### config.mk
export PLATFORM = sky130hd
export DESIGN_NAME = sl3p_link_ctrl
export DESIGN_NICKNAME = d
export VERILOG_FILES = /design/src/rtl/sl3p_link_pkg.sv /design/src/rtl/sl3p_link_sync.sv /design/src/rtl/sl3p_link_ctrl.sv
export SDC_FILE = /design/constraint.sdc
export NUM_CORES = 1
export LEC_CHECK = 0
export CORE_AREA = 2 2 85 87
export DETAILED_ROUTE_END_ITERATION = 10
export DIE_AREA = 0 0 87 89
export REMOVE_ABC_BUFFERS = 1
export SLEW_MARGIN = 20
export SYNTH_ARGS = -nofsm -noshare
export SYNTH_HDL_FRONTEND = slang
export SYNTH_SLANG_ARGS = --single-unit
### constraint.sdc
create_clock -name clk100 -period 3.19 [get_ports clk100]
set_input_delay 0.4785 -clock clk100 [delete_from_list [all_inputs] [get_ports clk100]]
set_output_delay 0.4785 -clock clk100 [all_outputs]
set_load 0.02 [all_outputs]
### src/rtl/sl3p_link_pkg.sv
// Shared types and helpers for the SL3 link bring-up/retrain sequencer.
package sl3p_link_pkg;

  typedef enum logic [2:0] {
    IDLE      = 3'd0,
    HOLD      = 3'd1,
    WAIT_LOCK = 3'd2,
    STABLE    = 3'd3,
    UP        = 3'd4
  } state_e;

  localparam int STAT_W = 16;

  function automatic logic [STAT_W-1:0] sat_add(input logic [STAT_W-1:0] a,
                                                input logic [STAT_W-1:0] b);
    logic [STAT_W:0] s;
    s = {1'b0, a} + {1'b0, b};
    return s[STAT_W] ? {STAT_W{1'b1}} : s[STAT_W-1:0];
  endfunction

endpackage

### src/rtl/sl3p_link_sync.sv
// 2-flop synchronizer; with EDGE_EN the output is a one-cycle pulse per synced edge
// (third flop for edge detect) instead of the synced level.
module sl3p_link_sync #(
  parameter int WIDTH   = 1,
  parameter bit EDGE_EN = 1'b0
) (
  input  logic             clk_i,
  input  logic             rst_n_i,
  input  logic [WIDTH-1:0] d_i,
  output logic [WIDTH-1:0] out_o
);

  logic [WIDTH-1:0] s1_q, s2_q;

  always_ff @(posedge clk_i) begin
    if (!rst_n_i) begin
      s1_q <= '0;
      s2_q <= '0;
    end else begin
      s1_q <= d_i;
      s2_q <= s1_q;
    end
  end

  generate
    if (EDGE_EN) begin : g_edge
      logic [WIDTH-1:0] s3_q;
      always_ff @(posedge clk_i) begin
        if (!rst_n_i) s3_q <= '0;
        else          s3_q <= s2_q;
      end
      assign out_o = s2_q ^ s3_q;
    end else begin : g_level
      assign out_o = s2_q;
    end
  endgenerate

endmodule

### src/rtl/sl3p_link_ctrl.sv
// SL3 2-lane SERDES link bring-up / retrain sequencer (clk100 domain).
// Define SL3P_LINK_CTRL_STATS_EN to build the retrain and uncorrected-event counters.
module sl3p_link_ctrl
  import sl3p_link_pkg::*;
#(
  parameter int LANES         = 2,
  parameter int HOLD_CYCLES   = 64,
  parameter int LOCK_TIMEOUT  = 65535,
  parameter int STABLE_CYCLES = 1024,
  parameter int FAIL_WINDOW   = 4096,
  parameter int FAIL_THRESH   = 8
) (
  input  logic              clk100,
  input  logic              rst100_n,
  input  logic              enable,
  input  logic              force_retrain,
  input  logic [LANES-1:0]  tx_pll_locked_a,
  input  logic [LANES-1:0]  word_lock_a,
  input  logic              deskew_locked_a,
  input  logic [LANES-1:0]  rx_fail_tgl,
  output logic              link_rst,
  output logic              link_up,
  output logic [2:0]        state,
  output logic              retrain_pulse,
  output logic [STAT_W-1:0] retrain_cnt,
  output logic [STAT_W-1:0] fail_cnt
);

  localparam int CNT_MAX = (LOCK_TIMEOUT > HOLD_CYCLES) ?
                           ((LOCK_TIMEOUT > STABLE_CYCLES) ? LOCK_TIMEOUT : STABLE_CYCLES) :
                           ((HOLD_CYCLES > STABLE_CYCLES) ? HOLD_CYCLES : STABLE_CYCLES);
  localparam int CNT_W = (CNT_MAX > 1) ? $clog2(CNT_MAX) : 1;
  localparam int WIN_W = (FAIL_WINDOW > 1) ? $clog2(FAIL_WINDOW) : 1;
  localparam int ACC_W = $clog2(FAIL_THRESH + LANES + 1);
  localparam int EVT_W = $clog2(LANES + 1);

  logic [2*LANES:0] lock_s;
  logic [LANES-1:0] evt;
  logic             all_lock;
  logic [EVT_W-1:0] evt_sum;

  sl3p_link_sync #(.WIDTH(2*LANES+1), .EDGE_EN(1'b0)) u_lock_sync (
    .clk_i(clk100), .rst_n_i(rst100_n),
    .d_i({deskew_locked_a, word_lock_a, tx_pll_locked_a}), .out_o(lock_s)
  );

  sl3p_link_sync #(.WIDTH(LANES), .EDGE_EN(1'b1)) u_fail_sync (
    .clk_i(clk100), .rst_n_i(rst100_n), .d_i(rx_fail_tgl), .out_o(evt)
  );

  assign all_lock = &lock_s;

  always_comb begin
    evt_sum = '0;
    for (int i = 0; i < LANES; i++) evt_sum = evt_sum + EVT_W'(evt[i]);
  end

  state_e           state_q, state_d;
  logic [CNT_W-1:0] cnt_q, cnt_d;
  logic [WIN_W-1:0] win_q, win_d, win_nxt;
  logic [ACC_W-1:0] acc_q, acc_d, acc_nxt;
  logic             link_rst_q, link_up_q, pulse_q, retrain;

  // The window accumulator restarts from this cycle's events at wrap, so nothing is dropped.
  always_comb begin
    state_d = state_q;
    cnt_d   = cnt_q;
    win_d   = '0;
    acc_d   = '0;
    if (win_q == WIN_W'(FAIL_WINDOW-1)) begin
      win_nxt = '0;
      acc_nxt = ACC_W'(evt_sum);
    end else begin
      win_nxt = win_q + WIN_W'(1);
      acc_nxt = acc_q + ACC_W'(evt_sum);
    end
    if (!enable) begin
      state_d = IDLE;
      cnt_d   = '0;
    end else if (force_retrain && (state_q inside {HOLD, WAIT_LOCK, STABLE, UP})) begin
      state_d = HOLD;
      cnt_d   = '0;
    end else begin
      case (state_q)
        IDLE: begin
          state_d = HOLD;
          cnt_d   = '0;
        end
        HOLD: begin
          if (cnt_q == CNT_W'(HOLD_CYCLES-1)) begin
            state_d = WAIT_LOCK;
            cnt_d   = '0;
          end else cnt_d = cnt_q + CNT_W'(1);
        end
        WAIT_LOCK: begin
          if (all_lock) begin
            state_d = STABLE;
            cnt_d   = '0;
          end else if (cnt_q == CNT_W'(LOCK_TIMEOUT-1)) begin
            state_d = HOLD;
            cnt_d   = '0;
          end else cnt_d = cnt_q + CNT_W'(1);
        end
        STABLE: begin
          if (!all_lock) begin
            state_d = WAIT_LOCK;
            cnt_d   = '0;
          end else if (cnt_q == CNT_W'(STABLE_CYCLES-1)) begin
            state_d = UP;
            cnt_d   = '0;
          end else cnt_d = cnt_q + CNT_W'(1);
        end
        UP: begin
          if (!all_lock || (acc_nxt >= ACC_W'(FAIL_THRESH))) begin
            state_d = HOLD;
            cnt_d   = '0;
          end else begin
            win_d = win_nxt;
            acc_d = acc_nxt;
          end
        end
        default: begin
          state_d = IDLE;
          cnt_d   = '0;
        end
      endcase
    end
  end

  assign retrain = (state_d == HOLD) && (state_q inside {WAIT_LOCK, STABLE, UP});

  always_ff @(posedge clk100) begin
    if (!rst100_n) begin
      state_q    <= IDLE;
      cnt_q      <= '0;
      win_q      <= '0;
      acc_q      <= '0;
      link_rst_q <= 1'b1;
      link_up_q  <= 1'b0;
      pulse_q    <= 1'b0;
    end else begin
      state_q    <= state_d;
      cnt_q      <= cnt_d;
      win_q      <= win_d;
      acc_q      <= acc_d;
      link_rst_q <= !(state_d inside {WAIT_LOCK, STABLE, UP});
      link_up_q  <= (state_d == UP);
      pulse_q    <= retrain;
    end
  end

  assign state         = state_q;
  assign link_rst      = link_rst_q;
  assign link_up       = link_up_q;
  assign retrain_pulse = pulse_q;

`ifdef SL3P_LINK_CTRL_STATS_EN
  logic [STAT_W-1:0] retrain_cnt_q, fail_cnt_q;

  always_ff @(posedge clk100) begin
    if (!rst100_n) begin
      retrain_cnt_q <= '0;
      fail_cnt_q    <= '0;
    end else begin
      if (retrain) retrain_cnt_q <= sat_add(retrain_cnt_q, STAT_W'(1));
      fail_cnt_q <= sat_add(fail_cnt_q, STAT_W'(evt_sum));
    end
  end

  assign retrain_cnt = retrain_cnt_q;
  assign fail_cnt    = fail_cnt_q;
`else
  assign retrain_cnt = '0;
  assign fail_cnt    = '0;
`endif

endmodule

* After elaboration in Yosys (flattened, before gate mapping) *
Index checks and enable logic that the tools add are counted.
Widths: inputs -> output; s select.

cells by class
  reduce and logical (&&, ||, !) cells = 13
  bitwise gates (word level) = 4
  order comparisons = 1
  mux-type cells = 17
  equal/unequal tests = 13
  add/sub/neg operators = 4

operators by type and width
  kind                   count
  $mux 16                6
  $pmux 16 s4            1
  $mux 3                 8
  $add 16x1->16 const B  1
  $eq 16x10->1 const B   1
  $eq 16x16->1 const B   1
  $eq 16x6->1 const B    1
  $pmux 3 s5             1
  $add 12x1->12 const B  1
  $eq 12x12->1 const B   1
  $eq 3x2->1 const B     4
  $eq 3x1->1 const B     2
  $eq 3x3->1 const B     2
  $reduce_bool 3->1      2
  $reduce_or 6->1        1
  $reduce_and 5->1       1
  $reduce_or 5->1        1
  $add 4x2->4            1
  $ge 4x4->1 const B     1
  $mux 4                 1
  $reduce_bool 4->1      1
  $logic_not 3->1        1
  $not 1->1              3
  $reduce_or 3->1        1
  6 further kinds        8

storage, ports and cells
  output and inout bits = 38
  register bits after elaboration = 54
  input bits = 11
  logic and storage cells = 64

* Longest topological paths before layout *
  word-level depth = 13
  gate-level depth with buffers = 11
  gate-level depth less buffers = 9

* Modules after synthesis *
From an unflattened synthesis, not the netlist that was laid out.

unflattened totals
  cells, all modules = 288
  area total of the unflattened synthesis = 2576.2 µm²

by module, submodules not included
  module                         cells each  instances  area an instance (µm²)  seq. area each (µm²)
  sl3p_link_ctrl                 254         1          2138.3                  760.7
  sl3p_link_sync at u_lock_sync  20          1          262.8                   200.2
  sl3p_link_sync at u_fail_sync  14          1          175.2                   120.1

* Least setup slack after synthesis *
No wires, ideal clock.

  kind = reg-to-reg
  start = reg u_fail_sync.g_edge.s3_q[1]
  end = reg acc_q[0]
  setup time = 64 ps
  arrival = 2141 ps
  path slack = 985 ps
  stages on the path, launching flop included = 11
  clock period less this slack = 2205 ps
  data required time = 3126 ps
  path buffers = 2
  cell sequence = dfxtp_1 > xor2_1 > ha_1 > ha_1 > a21o_1 > a32oi_1 > o2111ai_2 > buf_2 > buf_6 > or2_1 > nor2_1

between the ends
  cells in the longest elaborated chain, start to end = 7

ends and longest elaborated chain
  item                              line                   text
  start, declared                   sl3p_link_sync.sv:27   logic [WIDTH-1:0] s3_q;
  start signal, assigned            sl3p_link_sync.sv:30   else s3_q <= s2_q;
  $xor 2x2->2 *                     sl3p_link_sync.sv:32   assign out_o = s2_q ^ s3_q;
  $add 1x1->2 *                     sl3p_link_ctrl.sv:55   for (int i = 0; i < LANES; i++) evt_sum = evt_sum + EVT_W'(evt[i]);
  $add 4x2->4                       sl3p_link_ctrl.sv:75   acc_nxt = acc_q + ACC_W'(evt_sum);
  $mux 4 *                          sl3p_link_ctrl.sv:70   if (win_q == WIN_W'(FAIL_WINDOW-1)) begin
  $ge 4x4->1                        sl3p_link_ctrl.sv:114  if (!all_lock || (acc_nxt >= ACC_W'(FAIL_THRESH))) begin
  $logic_or 1x1->1                  sl3p_link_ctrl.sv:114
  $reduce_or 5->1 (no source line)  n/a
  end signal, assigned              sl3p_link_ctrl.sv:137  acc_q <= '0;
  end signal, assigned              sl3p_link_ctrl.sv:145  acc_q <= acc_d;
  end, declared                     sl3p_link_ctrl.sv:61   logic [ACC_W-1:0] acc_q, acc_d, acc_nxt;

Mark *: on every way between the ends. The rest lies on a longest branch, timed or not.
A chain may end at the register's enable or synchronous reset.

* Final worst setup path *
  start = reg u_fail_sync.g_edge.s3_q[1]
  end = reg win_q[0]

between the ends
  cells in the longest elaborated chain, start to end = 7

ends and longest elaborated chain
  item                                line                   text
  $xor 2x2->2 *                       sl3p_link_sync.sv:32
  $add 1x1->2 *                       sl3p_link_ctrl.sv:55
  $add 4x2->4                         sl3p_link_ctrl.sv:75
  $mux 4 *                            sl3p_link_ctrl.sv:70
  $ge 4x4->1 *                        sl3p_link_ctrl.sv:114
  $logic_or 1x1->1 *                  sl3p_link_ctrl.sv:114
  $reduce_or 6->1 (no source line) *  n/a
  end signal, assigned                sl3p_link_ctrl.sv:144  win_q <= win_d;
  end, declared                       sl3p_link_ctrl.sv:60   logic [WIN_W-1:0] win_q, win_d, win_nxt;

Marked as above.

==> impl_metrics.ini <==
[status]
status = completed

[setup_path]
cp_max_fo = 13
crit_path_start_kind = register
cp.required_ns = 3.43
critPathArrivalTime_ns = 2.86
rr_startpoint = u_fail_sync.g_edge.s3_q[1]$_SDFF_PN0_
r2r_setup_slack_ns = 0.56
r2r_cells = 8
crit_type = register to register
endpoint_kind = register
r2r-end = win_q[0]$_SDFF_PP0_

[floorplan]
dieArea_um2 = 7740
fp.coreArea_um2 = 6720
io_pins = 49
die_w_um = 87
rows = 30
dieHeight_um = 89
start_util_pct = 39.9

[min_path]
hold_class = register to register
whs_path_depth = 1
min_from = u_fail_sync.s1_q[0]$_SDFF_PN0_
hold_end = u_fail_sync.s2_q[0]$_SDFF_PN0_

[clocking]
cts.path.max_buffers = 2
cts_setup_buffers = 0
cts_tree = yes
cts.sinks = 54
cts_hold_buf = 0
cts_root_buf = clkbuf_8
cts-buffers-inserted = 5
cts_resized = 0
clk_pin_slew_ns = 0.09
cts_htree_levels = 2
clk_latency_ns = 0.32

[grt]
grt_overflow = 0
grt_usage_pct = 12.5
grt_first_pass_wirelength_um = 7730
antenna_found_initial = 0
grt_pass1_vias = 1719
grt_max_degree = 20

[sta]
rsz0062_at_grt = false
min_period_ns = 2.63
post-route-period-util_pct = 82.3
timing.setup.tns_ns = 0
slew_headroom_pct = 60.2
skew_ns = 0.0177
finalSetupViolCount = 0
final_hold_viol_count = 0
fmax_ghz = 0.381
drv_slew = 0
tightest_slew_ns = 0.597

[power]
p_per_area_nw_per_um2 = 409
finalPower_mw = 1.18
leakage_nw = 1.08
peakVddDrop_mv = 0.166

[logic_synthesis]
synth_xor_area_share_pct = 8.17
synth_compound_area_share_pct = 9.85
avgSynthCellArea_um2 = 9.09
syn_area_um2 = 2680
synth_top_area_cell = dfxtp_1
yosysMostFrequentCell = dfxtp_1
ys_types = 56
ys_dominant_reg_cell = dfxtp_1
synth_top_family_by_area = simple AND/OR/NAND/NOR gates
synth_mux_area_share_pct = 0.373
synth-edff-count = 0
synth_fa_ha_area_share_pct = 3.55
synth_area_leaders = dfxtp_1, buf_4, nor2_1, xor2_1, and2_1
synth_cells = 295
synth_common_cells = dfxtp_1, nor2_1, buf_4
ys.warnings.count = 0
ys_ff_latch = 54
synth-async-reset-ratio_pct = 0
ys_seq_area_share_pct = 40.3
yosys.area_share.simple_pct = 25.6
yosysTopAreaCellShare_pct = 40.3

[route]
via_per_inst = 4.85
routedWlPerCell_um = 11.8
dr_total_vias = 1911
drt.antenna.violating_nets = 0
drc = 0
first_iter_violations = 74
first_pass_iters = 4
routed_wl_um = 4630

[cells_and_area]
diodes = 0
post_route_cells_drive_above_1_share_pct = 6.69
num-fill-cells = 666
multi_input_area_um2 = 1400
instances_no_fill = 394
syn_to_final_growth_pct = 7.84
regArea_um2 = 1080
final_nets = 331

[place]
placed_cells = 386
port_buffers = 16
hpwlAfterDp_um = 3330
gp_congestion = 0.817

[flow_run]
drv_cap = 0
-- metrics by stage --
step	util (%)	hold WS (ns)	setup slack (ns)	instance area [um^2]
floorplan	-	0.412	0.639	2510
global placement	41.6	0.415	0.625	2800
detailed placement	41.6	0.417	0.566	2800
CTS	43.0	0.438	0.525	2890
global route	43.0	0.457	0.368	2890
finish	43.0	0.438	0.564	2890
-- layout make-up --
| cell class | count | area share (%) |
|---|---|---|
| Clock buffer | 6 | 2.86 |
| Clock inverter | 2 | 0.433 |
| Inverter | 9 | 1.17 |
| Multi-Input combinational cell | 224 | 48.4 |
| Sequential cell | 54 | 37.4 |
| Tap cell | 80 | 3.46 |
| Timing Repair Buffer | 19 | 6.32 |
-- logic make-up after synthesis --
logic type | after synthesis
flip-flops | 54
buffers and inverters | 49
AO/OA/AOI/OAI | 32
XOR/XNOR | 25
other | 1
multiplexers | 1
AND/OR/NAND/NOR | 126
adder cells (fa/ha/maj) | 7
-- registers in the layout (all words and copies together) (netlist names), 3 cells and up --
signal / cells
acc_q: 4
cnt_q: 16
state: 3
u_lock_sync.out_o: 5
u_lock_sync.s1_q: 5
win_q: 12
-- critical path: stages (launching register included) --
cell	delay, ns
dfxtp_1	0.32
xor2_1	0.15
ha_1	0.31
ha_1	0.22
a21o_1	0.20
a32oi_1	0.23
o2111ai_2	0.35
or3_1	0.63
nor2_1	0.15
-- power by group --
| part | leakage (nW) | switching, mW | internal, mW |
|---|---|---|---|
| Combinational | 0.595 | 0.0616 | 0.0297 |
| Clock | 0.0472 | 0.224 | 0.175 |
| Sequential | 0.439 | 0.00585 | 0.685 |
| Total | 1.08 | 0.292 | 0.890 |
-- layer usage --
layer | global-route usage [%] | wire length (um) | up-vias
li1 | - | - | 975
met1 | 15.6 | 2230 | 890
met2 | 21.0 | 2160 | 44
met3 | 3.97 | 216 | 2
met4 | 2.98 | 24 | 0
met5 | 0 | 0 | -
-- cell usage in the layout (no fill, tap or decap), types with 2 or more instances in the layout --
| master | netlist | final |
|---|---|---|
| xnor2_1 | 10 | 10 |
| and4_1 | 2 | 2 |
| nand2_1 | 19 | 19 |
| inv_1 | 9 | 9 |
| or4_1 | 3 | 3 |
| clkbuf_8 | 0 | 6 |
| nor4_2 | 2 | 2 |
| xor2_1 | 15 | 15 |
| or3_1 | 3 | 3 |
| nor4_1 | 2 | 2 |
| a211oi_1 | 2 | 2 |
| clkdlybuf4s50_1 | 0 | 16 |
| and2_1 | 18 | 18 |
| ha_1 | 6 | 6 |
| buf_4 | 32 | 3 |
| a21oi_1 | 7 | 7 |
| nor2_1 | 36 | 36 |
| o21ai_0 | 4 | 4 |
| nor2b_1 | 3 | 3 |
| dfxtp_1 | 54 | 54 |
| conb_1 | 1 | 33 |
| a21o_1 | 2 | 2 |
| and3_1 | 4 | 4 |
| nand4_1 | 12 | 12 |
| nand3_1 | 11 | 11 |
-- worst max-delay path by stage --
stage | startpoint | to | slack, ns
after global placement | u_fail_sync.g_edge.s3_q[1]$_SDFF_PN0_ | win_q[9]$_SDFF_PP0_ | 0.62
final | u_fail_sync.g_edge.s3_q[1]$_SDFF_PN0_ | win_q[0]$_SDFF_PP0_ | 0.56
after global routing | u_fail_sync.g_edge.s3_q[1]$_SDFF_PN0_ | win_q[0]$_SDFF_PP0_ | 0.37
after detailed placement | u_fail_sync.g_edge.s3_q[1]$_SDFF_PN0_ | win_q[1]$_SDFF_PP0_ | 0.57
after floorplan | u_fail_sync.g_edge.s3_q[1]$_SDFF_PN0_ | cnt_q[11]$_SDFFE_PP0P_ | 0.64
after CTS | u_fail_sync.g_edge.s3_q[1]$_SDFF_PN0_ | win_q[1]$_SDFF_PP0_ | 0.52
(Power assumes the default switching activity.)
